[src/rtl/alu.sv]
// ---------------------------------------------------------------------------
// alu
//
// 32-bit integer arithmetic/logic unit for the execute stage. Out and Zero
// are purely combinational; Out_q is a registered copy of Out, one cycle
// later, for use by the next pipeline stage.
//
// Ports:
//   clk    - rising-edge clock, drives only the Out_q register
//   rst_n  - asynchronous active-low reset, clears Out_q
//   A      - operand A; the value being shifted for shift operations
//   B      - operand B; the shift amount for shift operations
//   ALUop  - operation select (see alu_op_e)
//   Out    - combinational result
//   Zero   - combinational, high when Out is all zeros
//   Out_q  - Out captured on every rising clk edge
// ---------------------------------------------------------------------------
module alu #(
  parameter int WIDTH = 32
) (
  input  logic             clk,
  input  logic             rst_n,
  input  logic [WIDTH-1:0] A,
  input  logic [WIDTH-1:0] B,
  input  logic [3:0]       ALUop,
  output logic [WIDTH-1:0] Out,
  output logic             Zero,
  output logic [WIDTH-1:0] Out_q
);

  typedef enum logic [3:0] {
    OP_ADD    = 4'd0,
    OP_SUB    = 4'd1,
    OP_AND    = 4'd2,
    OP_OR     = 4'd3,
    OP_XOR    = 4'd4,
    OP_SLT    = 4'd5,
    OP_SLTU   = 4'd6,
    OP_SLL    = 4'd7,
    OP_SRA    = 4'd8,
    OP_SRL    = 4'd9,
    OP_COPY_B = 4'd10
  } alu_op_e;

  // Width of the in-range shift amount. WIDTH is assumed to be a power of
  // two, so any set bit above this field means the shift is >= WIDTH.
  localparam int SHW = $clog2(WIDTH);

  logic [SHW-1:0]   shamt;
  logic             big_shift;
  logic             slt_bit;
  logic             sltu_bit;
  logic [WIDTH-1:0] sll_res;
  logic [WIDTH-1:0] srl_res;
  logic [WIDTH-1:0] sra_res;
  logic [WIDTH-1:0] Out_d;

  // Shift and compare helpers. The whole of B is the shift amount, so an
  // out-of-range amount saturates to all-zeros (logical) or all-sign-bits
  // (arithmetic) instead of wrapping modulo WIDTH.
  always_comb begin
    shamt     = B[SHW-1:0];
    big_shift = |B[WIDTH-1:SHW];
    slt_bit   = $signed(A) < $signed(B);
    sltu_bit  = A < B;
    sll_res   = big_shift ? '0 : (A << shamt);
    srl_res   = big_shift ? '0 : (A >> shamt);
    sra_res   = big_shift ? {WIDTH{A[WIDTH-1]}}
                          : WIDTH'($signed(A) >>> shamt);
  end

  // Result select. SUB is deliberately B - A. Unused opcodes produce zero
  // so the output is always fully defined.
  always_comb begin
    Out_d = '0;
    case (ALUop)
      OP_ADD:    Out_d = A + B;
      OP_SUB:    Out_d = B - A;
      OP_AND:    Out_d = A & B;
      OP_OR:     Out_d = A | B;
      OP_XOR:    Out_d = A ^ B;
      OP_SLT:    Out_d = {{(WIDTH-1){1'b0}}, slt_bit};
      OP_SLTU:   Out_d = {{(WIDTH-1){1'b0}}, sltu_bit};
      OP_SLL:    Out_d = sll_res;
      OP_SRA:    Out_d = sra_res;
      OP_SRL:    Out_d = srl_res;
      OP_COPY_B: Out_d = B;
      default:   Out_d = '0;
    endcase
  end

  assign Out  = Out_d;
  assign Zero = (Out_d == '0);

  // Pipeline copy of the result: no enable, captured every edge.
  always_ff @(posedge clk or negedge rst_n) begin
    if (!rst_n) begin
      Out_q <= '0;
    end else begin
      Out_q <= Out_d;
    end
  end

endmodule

[config.mk]
export PLATFORM = sky130hd
export DESIGN_NAME = alu
export DESIGN_NICKNAME = d
export VERILOG_FILES = /design/src/rtl/alu.sv
export SDC_FILE = /design/constraint.sdc
export NUM_CORES = 1
export LEC_CHECK = 0
export CAP_MARGIN = 10
export CORE_ASPECT_RATIO = 0.7
export CORE_MARGIN = 2
export CORE_UTILIZATION = 45
export CTS_BUF_LIST = sky130_fd_sc_hd__clkbuf_8 sky130_fd_sc_hd__clkbuf_16
export DETAILED_ROUTE_END_ITERATION = 10
export HOLD_SLACK_MARGIN = 0.06
export PLACE_DENSITY_LB_ADDON = 0.1
export SETUP_SLACK_MARGIN = 0.4
export SLEW_MARGIN = 5
export SYNTH_ARGS = -nofsm -noshare
export SYNTH_HDL_FRONTEND = slang
export SYNTH_SLANG_ARGS = --single-unit
[constraint.sdc]
create_clock -name clk -period 5.78 [get_ports clk]
set_input_delay 0.578 -clock clk [delete_from_list [all_inputs] [get_ports clk]]
set_output_delay 0.578 -clock clk [all_outputs]
set_load 0.02 [all_outputs]
==> impl_metrics.yaml, run 1 <==
global_route:
  grt_max_degree: 55
  grt_util_all_layers_pct: 45.4
  grt_pass1_vias: 14200
  grt_pass1_wl_mm: 92.3
  antenna_found_initial: 2
  grt_overflow: 0
outcome:
  status: "completed"
synth:
  yosys_warnings: 0
  ys_ff_latch: 32
  ys.flop_type: "dfrtp_1"
  synth.yosys.seq_area_share_pct: 6.93
  yosys.area.top_type: "ha_1"
  synthTopCellsByArea: "ha_1 (14%), mux4_2 (8.4%), dfrtp_1 (6.9%)"
  async_flop_share_pct: 100
  synth_top_cell_area_share_pct: 14.0
  synth_fp_nets: 1729
  synthDistinctLibCells: 93
  syn_avg_cell_area_um2: 7.56
  syn_area_um2: 11600
  syn_inst: 1528
  synth_enable_flop_cells: 0
timing:
  tightest_slew_ns: 0.895
  rsz0062_at_grt: "true"
  period_minus_slack_ns: 5.44
  whs_ns: 0.356
  finalHoldViolCount: 0
  max_freq_mhz: 184
  drv_slew: 0
  setup_violations: 0
  maxSlewHeadroom_pct: 39.8
  period_share_pct: 94.2
final_layout:
  top_register: "Out_q"
  final_cells: 2206
  layout-drive-gt1-share_pct: 25.8
  syn_to_final_growth_pct: 37.6
  largestRegisters: "Out_q: 32 flops"
  fin_nets: 2076
  antennaDiodeCount: 0
  final_cell_mix: "buf_4 (312), nor2_1 (134), nand2_1 (119), ha_1 (119), a21oi_1 (102)"
  largest_reg_flops: 32
  final_common_cell: "buf_4"
  fin_util_pct: 62.5
  finalInstanceArea_um2: 15900
die:
  initial_utilization_pct: 45.4
  coreArea_um2: 25400
  die_w_um: 196
  fp.dieH_um: 138
  top_level_ports: 135
  core.rowCount: 49
  dieArea_um2: 27000
placed_design:
  post-dp-hpwl_mm: 51.1
  dpl.cell_count: 2196
  finalWeightedCongestion: 1.15
  numPortBuffers: 134
  place_area_um2: 15300
power_and_ir_drop:
  internal_power_mw: 1.13
  p_comb_share_pct: 74.6
  finalPower_mw: 2.20
  clockPowerShare_pct: 13.5
  cellLeakagePower_nw: 7.12
  sw_frac_of_total_pct: 48.5
  irDropWorstVdd_uv: 146
  p_per_area_nw_per_um2: 139
  p_sw_mw: 1.07
  pwr-share-seq_pct: 12.0
route:
  drt-initial-drc-count: 2653
  vias: 15300
  drt-vias-per-instance: 6.96
  finalWirelength_mm: 63.3
  drcViolationCount: 0
  wl_per_cell_um: 28.7
  antenna_left: 0
  dr.pass1.iters: 6
clocking:
  cts_tree: "built"
  cts-htree-levels: 2
  cts.path.max_buffers: 2
  clk_pin_slew_worst_paths_ns: 0.06
  hold_buffers: 0
  numCtsBuffers: 5
  cts-root-buf: "clkbuf_16"
  clock-sinks: 32
setup_path:
  arrival_ns: 4.86
  required_ns: 5.20
  crit_slowest_cell: "a41oi_1"
  crit_path_start_kind: "primary input"
  worstPathMaxFanout: 9
  worstPathCellList: "clkdlybuf4s50_1, buf_4, mux4_2, nand2_1, o31a_1, a32oi_1, a41oi_1, buf_4, o21ai_0, nor3_2, nand4b_1, and4bb_2, nand4b_1, and3b_1, buf_2"
  cp-end-kind: "primary output"
  path_class: "primary input to primary output"
  slowest_delay_ns: 0.55
min_path:
  min_path_type: "primary input to async pin"
flow_run:
  maxCapViolCount: 0
==> cells by family after synthesis <==
| group | after synthesis | synth area share [%] |
|---|---|---|
| AOI/OAI and AO/OA | 504 | 30.6 |
| and+or+nand+nor | 502 | 21.8 |
| buffers and inverters | 215 | 8.04 |
| muxes | 134 | 17.6 |
| adders and majority gates | 131 | 14.3 |
| DFF | 32 | 6.93 |
| xor gates and xnor gates | 10 | 0.758 |
==> worst paths after layout <==
check                      start   endpoint
min in group clk           B[21]  Out_q[21]
setup / recovery           A[18]       Zero
max in group asynchronous  rst_n  Out_q[21]
hold / removal             rst_n   Out_q[4]
==> critical path, delay by kind of cell <==
family	cells	cell delay [ns]
simple gates	6	1.38
compound gates	4	1.26
buf+inv	4	1.09
mux	1	0.54
==> cells in the mapped netlist, types with 10 or more instances <==
master and count:
a211o_1 10, mux2i_1 49, mux2_1 12, a221oi_1 16
dfrtp_1 32, xnor2_1 10, a21oi_1 107, nand3_1 37
buf_4 13, o31ai_1 14, inv_1 97, nand2_1 119
clkbuf_1 79, o21ai_0 75, mux4_2 43, nand2b_1 16
nor3_1 44, a31oi_1 20, and3_1 10, o221ai_1 14
o211ai_1 20, or3_1 12, a2111oi_0 11, o21a_1 12
nand4_1 15, nor4_1 24, o22ai_1 20, mux2_2 23
o2111ai_1 10, a21o_1 19, nor2b_1 20, ha_1 129
a22oi_1 20, a211oi_1 29, nor2_1 136, and2_1 16
==> per-stage QoR <==
| stage | setup slack [ns] | TNS [ns] |
|---|---|---|
| floorplan | 0.452 | 0 |
| global placement | -0.280 | -0.280 |
| CTS | 0.317 | 0 |
| global route | 0.285 | 0 |
| finish | 0.338 | 0 |
| detailed placement | -0.192 | -0.192 |
==> cell type report <==
class / count / area, µm²
multi-input combinational: 1281 / 10200
clock buffer: 7 / 153
sequential: 32 / 801
tap: 331 / 414
fill: 2294 / 9550
timing repair buffer: 455 / 3910
inverter: 100 / 375
==> metal layers <==
| metal | part of all wire (%) | global-route usage, % |
|---|---|---|
| met5 | 0.024 | 0 |
| met4 | 4.3 | 14.7 |
| met3 | 15 | 13.6 |
| met2 | 40 | 65.6 |
| met1 | 41 | 64.2 |
==> power groups by stage <==
| stage | clock network (mW) | logic (mW) | registers, mW |
|---|---|---|---|
| 6_report | 0.296 | 1.64 | 0.264 |
| 3_5_place_dp | 0 | 1.53 | 0.268 |
| 2_1_floorplan | 0 | 0.751 | 0.310 |
| 5_1_grt | 0.314 | 1.71 | 0.267 |
| 3_3_place_gp | 0 | 1.52 | 0.266 |
| 4_1_cts | 0.303 | 1.55 | 0.264 |
==> repair_timing <==
action	in CTS	in global routing
resized for setup	24	86
buffers inserted	1	2
endpoints found under the hold margin	0	0
setup endpoints to repair	6	10
pin swaps	3	14
cloned	0	0
Power figures use the tool's default switching activity.
==> inputs of run 2 (changes only) <==
--- a/config.mk
+++ b/config.mk
@@ -12,7 +12,7 @@
 export CTS_BUF_LIST = sky130_fd_sc_hd__clkbuf_8 sky130_fd_sc_hd__clkbuf_16
 export DETAILED_ROUTE_END_ITERATION = 10
 export HOLD_SLACK_MARGIN = 0.06
-export PLACE_DENSITY_LB_ADDON = 0.1
+export PLACE_DENSITY = 0.66
 export SETUP_SLACK_MARGIN = 0.4
 export SLEW_MARGIN = 5
 export SYNTH_ARGS = -nofsm -noshare
==> run 2 against run 1 <==
Compared with the run above: sequential power about the same; clock power hardly changed; core utilization shrank 1.2 points; via count grew 0.51%; cell count about the same.
==> impl_metrics.yaml, run 2 (same netlist as run 1, synthesis figures left out) <==
power_and_ir_drop:
  finalPower_mw: 2.18
  cellLeakagePower_nw: 6.89
  p_per_area_nw_per_um2: 140
  irDropWorstVdd_uv: 163
setup_path:
  arrival_ns: 5.02
  slowest_delay_ns: 0.59
  worstPathCellList: "clkdlybuf4s50_1, nor4_2, buf_4, and3_1, a21oi_1, a211oi_2, o221ai_1, or4b_4, nor4_2, buf_4, nand4b_1, and4bb_1, nand4b_1, and3b_1, clkbuf_2"
  required_ns: 5.20
  cp-end-kind: "primary output"
  cp_top_family: "simple AND/OR/NAND/NOR gates"
  crit_path_start_kind: "primary input"
  worstPathMaxFanout: 5
  path_class: "primary input to primary output"
  path_depth: 15
  cp_num_buf_inv: 4
  crit_slowest_cell: "clkdlybuf4s50_1"
clocking:
  numCtsBuffers: 5
  cts-root-buf: "clkbuf_16"
  cts-htree-levels: 2
  cts.path.max_buffers: 2
  clk_pin_slew_worst_paths_ns: 0.06
  clock-sinks: 32
  cts_tree: "built"
final_layout:
  final_cell_mix: "buf_4 (313), nor2_1 (136), ha_1 (126)"
  top_register: "Out_q"
  syn_to_final_growth_pct: 34.9
  final_common_cell: "buf_4"
  fin_nets: 2072
  multi_input_area_um2: 10100
  fin_util_pct: 61.2
  finalInstanceArea_um2: 15600
  layout-drive-gt1-share_pct: 24.3
  final_cells: 2205
  regArea_um2: 801
  largestRegisters: "Out_q: 32 flops"
  fill_cells: 2361
  largest_reg_flops: 32
outcome:
  status: "completed"
placed_design:
  place_area_um2: 15200
  dpl.cell_count: 2194
  finalWeightedCongestion: 1.12
  numPortBuffers: 134
  pre_cts_ws_ns: -0.316
  post-dp-hpwl_mm: 50.9
timing:
  max_freq_mhz: 179
  setup_violations: 0
  maxSlewHeadroom_pct: 37.0
  finalHoldViolCount: 0
  rsz0062_at_grt: "true"
  drv_slew: 0
  period_share_pct: 96.8
  period_minus_slack_ns: 5.59
  worst_slack_ns: 0.187
  tightest_slew_ns: 0.942
die:
  fp.dieH_um: 138
  core.rowCount: 49
  top_level_ports: 135
  dieArea_um2: 27000
  die_w_um: 196
  coreArea_um2: 25400
  initial_utilization_pct: 45.4
global_route:
  grt_pass1_wl_mm: 92.1
  antenna_found_initial: 3
  grt_overflow: 0
  grt_max_degree: 55
  grt_util_all_layers_pct: 44.8
  grt_pass1_vias: 14300
min_path:
  min_path_type: "primary input to async pin"
route:
  drcViolationCount: 0
  drt-vias-per-instance: 6.99
  wl_per_cell_um: 28.4
  antenna_left: 0
  drt-initial-drc-count: 2448
  finalWirelength_mm: 62.6
  dr.pass1.iters: 7
  vias: 15400
flow_run:
  maxCapViolCount: 0
## run 2: cell count changes in the layout (fill, tap and decap cells not counted), moves of 5 or more
| cell | before | now |
|---|---|---|
| dlymetal6s2s_1 | 25 | 6 |
| clkdlybuf4s50_1 | 100 | 118 |
| buf_12 | 10 | 5 |
| ha_1 | 119 | 126 |
| ha_2 | 7 | 2 |
## run 2: stage by stage
stage                     TNS (ns)  hold slack (ns)
after floorplan                  0            0.282
after global placement      -0.335            0.672
after detailed placement    -0.316            0.698
after CTS                        0            0.385
after global routing             0            0.421
final                            0            0.342
## run 2: metal layers
layer / vias up / part of all wire [%] / wire length [µm] / track usage (%)
li1: 6552 / - / - / -
met4: 4 / 4.2 / 2650 / 14.5
met1: 7369 / 40 / 25200 / 62.3
met2: 1286 / 40 / 25200 / 65.5
met5: - / 0.042 / 26 / 0
met3: 212 / 15 / 9530 / 14.4
## run 2: repair_timing
| item | CTS | global route |
|---|---|---|
| gates resized for setup | 26 | 37 |
| pin swaps | 5 | 8 |
| setup endpoints to repair | 7 | 11 |
| buffers inserted | 0 | 1 |
| hold buffers | 0 | 0 |
## run 2: report_power, final
part	internal, mW	switching (mW)	total, mW
clock	0.181	0.115	0.296
combinational	0.683	0.940	1.62
sequential	0.255	0.00767	0.263
total	1.12	1.06	2.18
## run 2: path summary, 6_finish.rpt
kind / start / slack [ns] / endpoint
setup / recovery: B[16] / 0.19 / Zero
hold / removal: rst_n / 0.34 / Out_q[4]
max in group asynchronous: rst_n / 4.91 / Out_q[24]
min in group clk: B[3] / 1.24 / Out_q[6]
## run 2: area by class of cell
class	instances	share of cell area [%]
antenna	3	0.0482
inverter	100	2.42
tap	331	2.66
clock buffer	7	0.980
timing repair buffer	451	24.2
multi-input combinational	1281	64.6
sequential	32	5.14
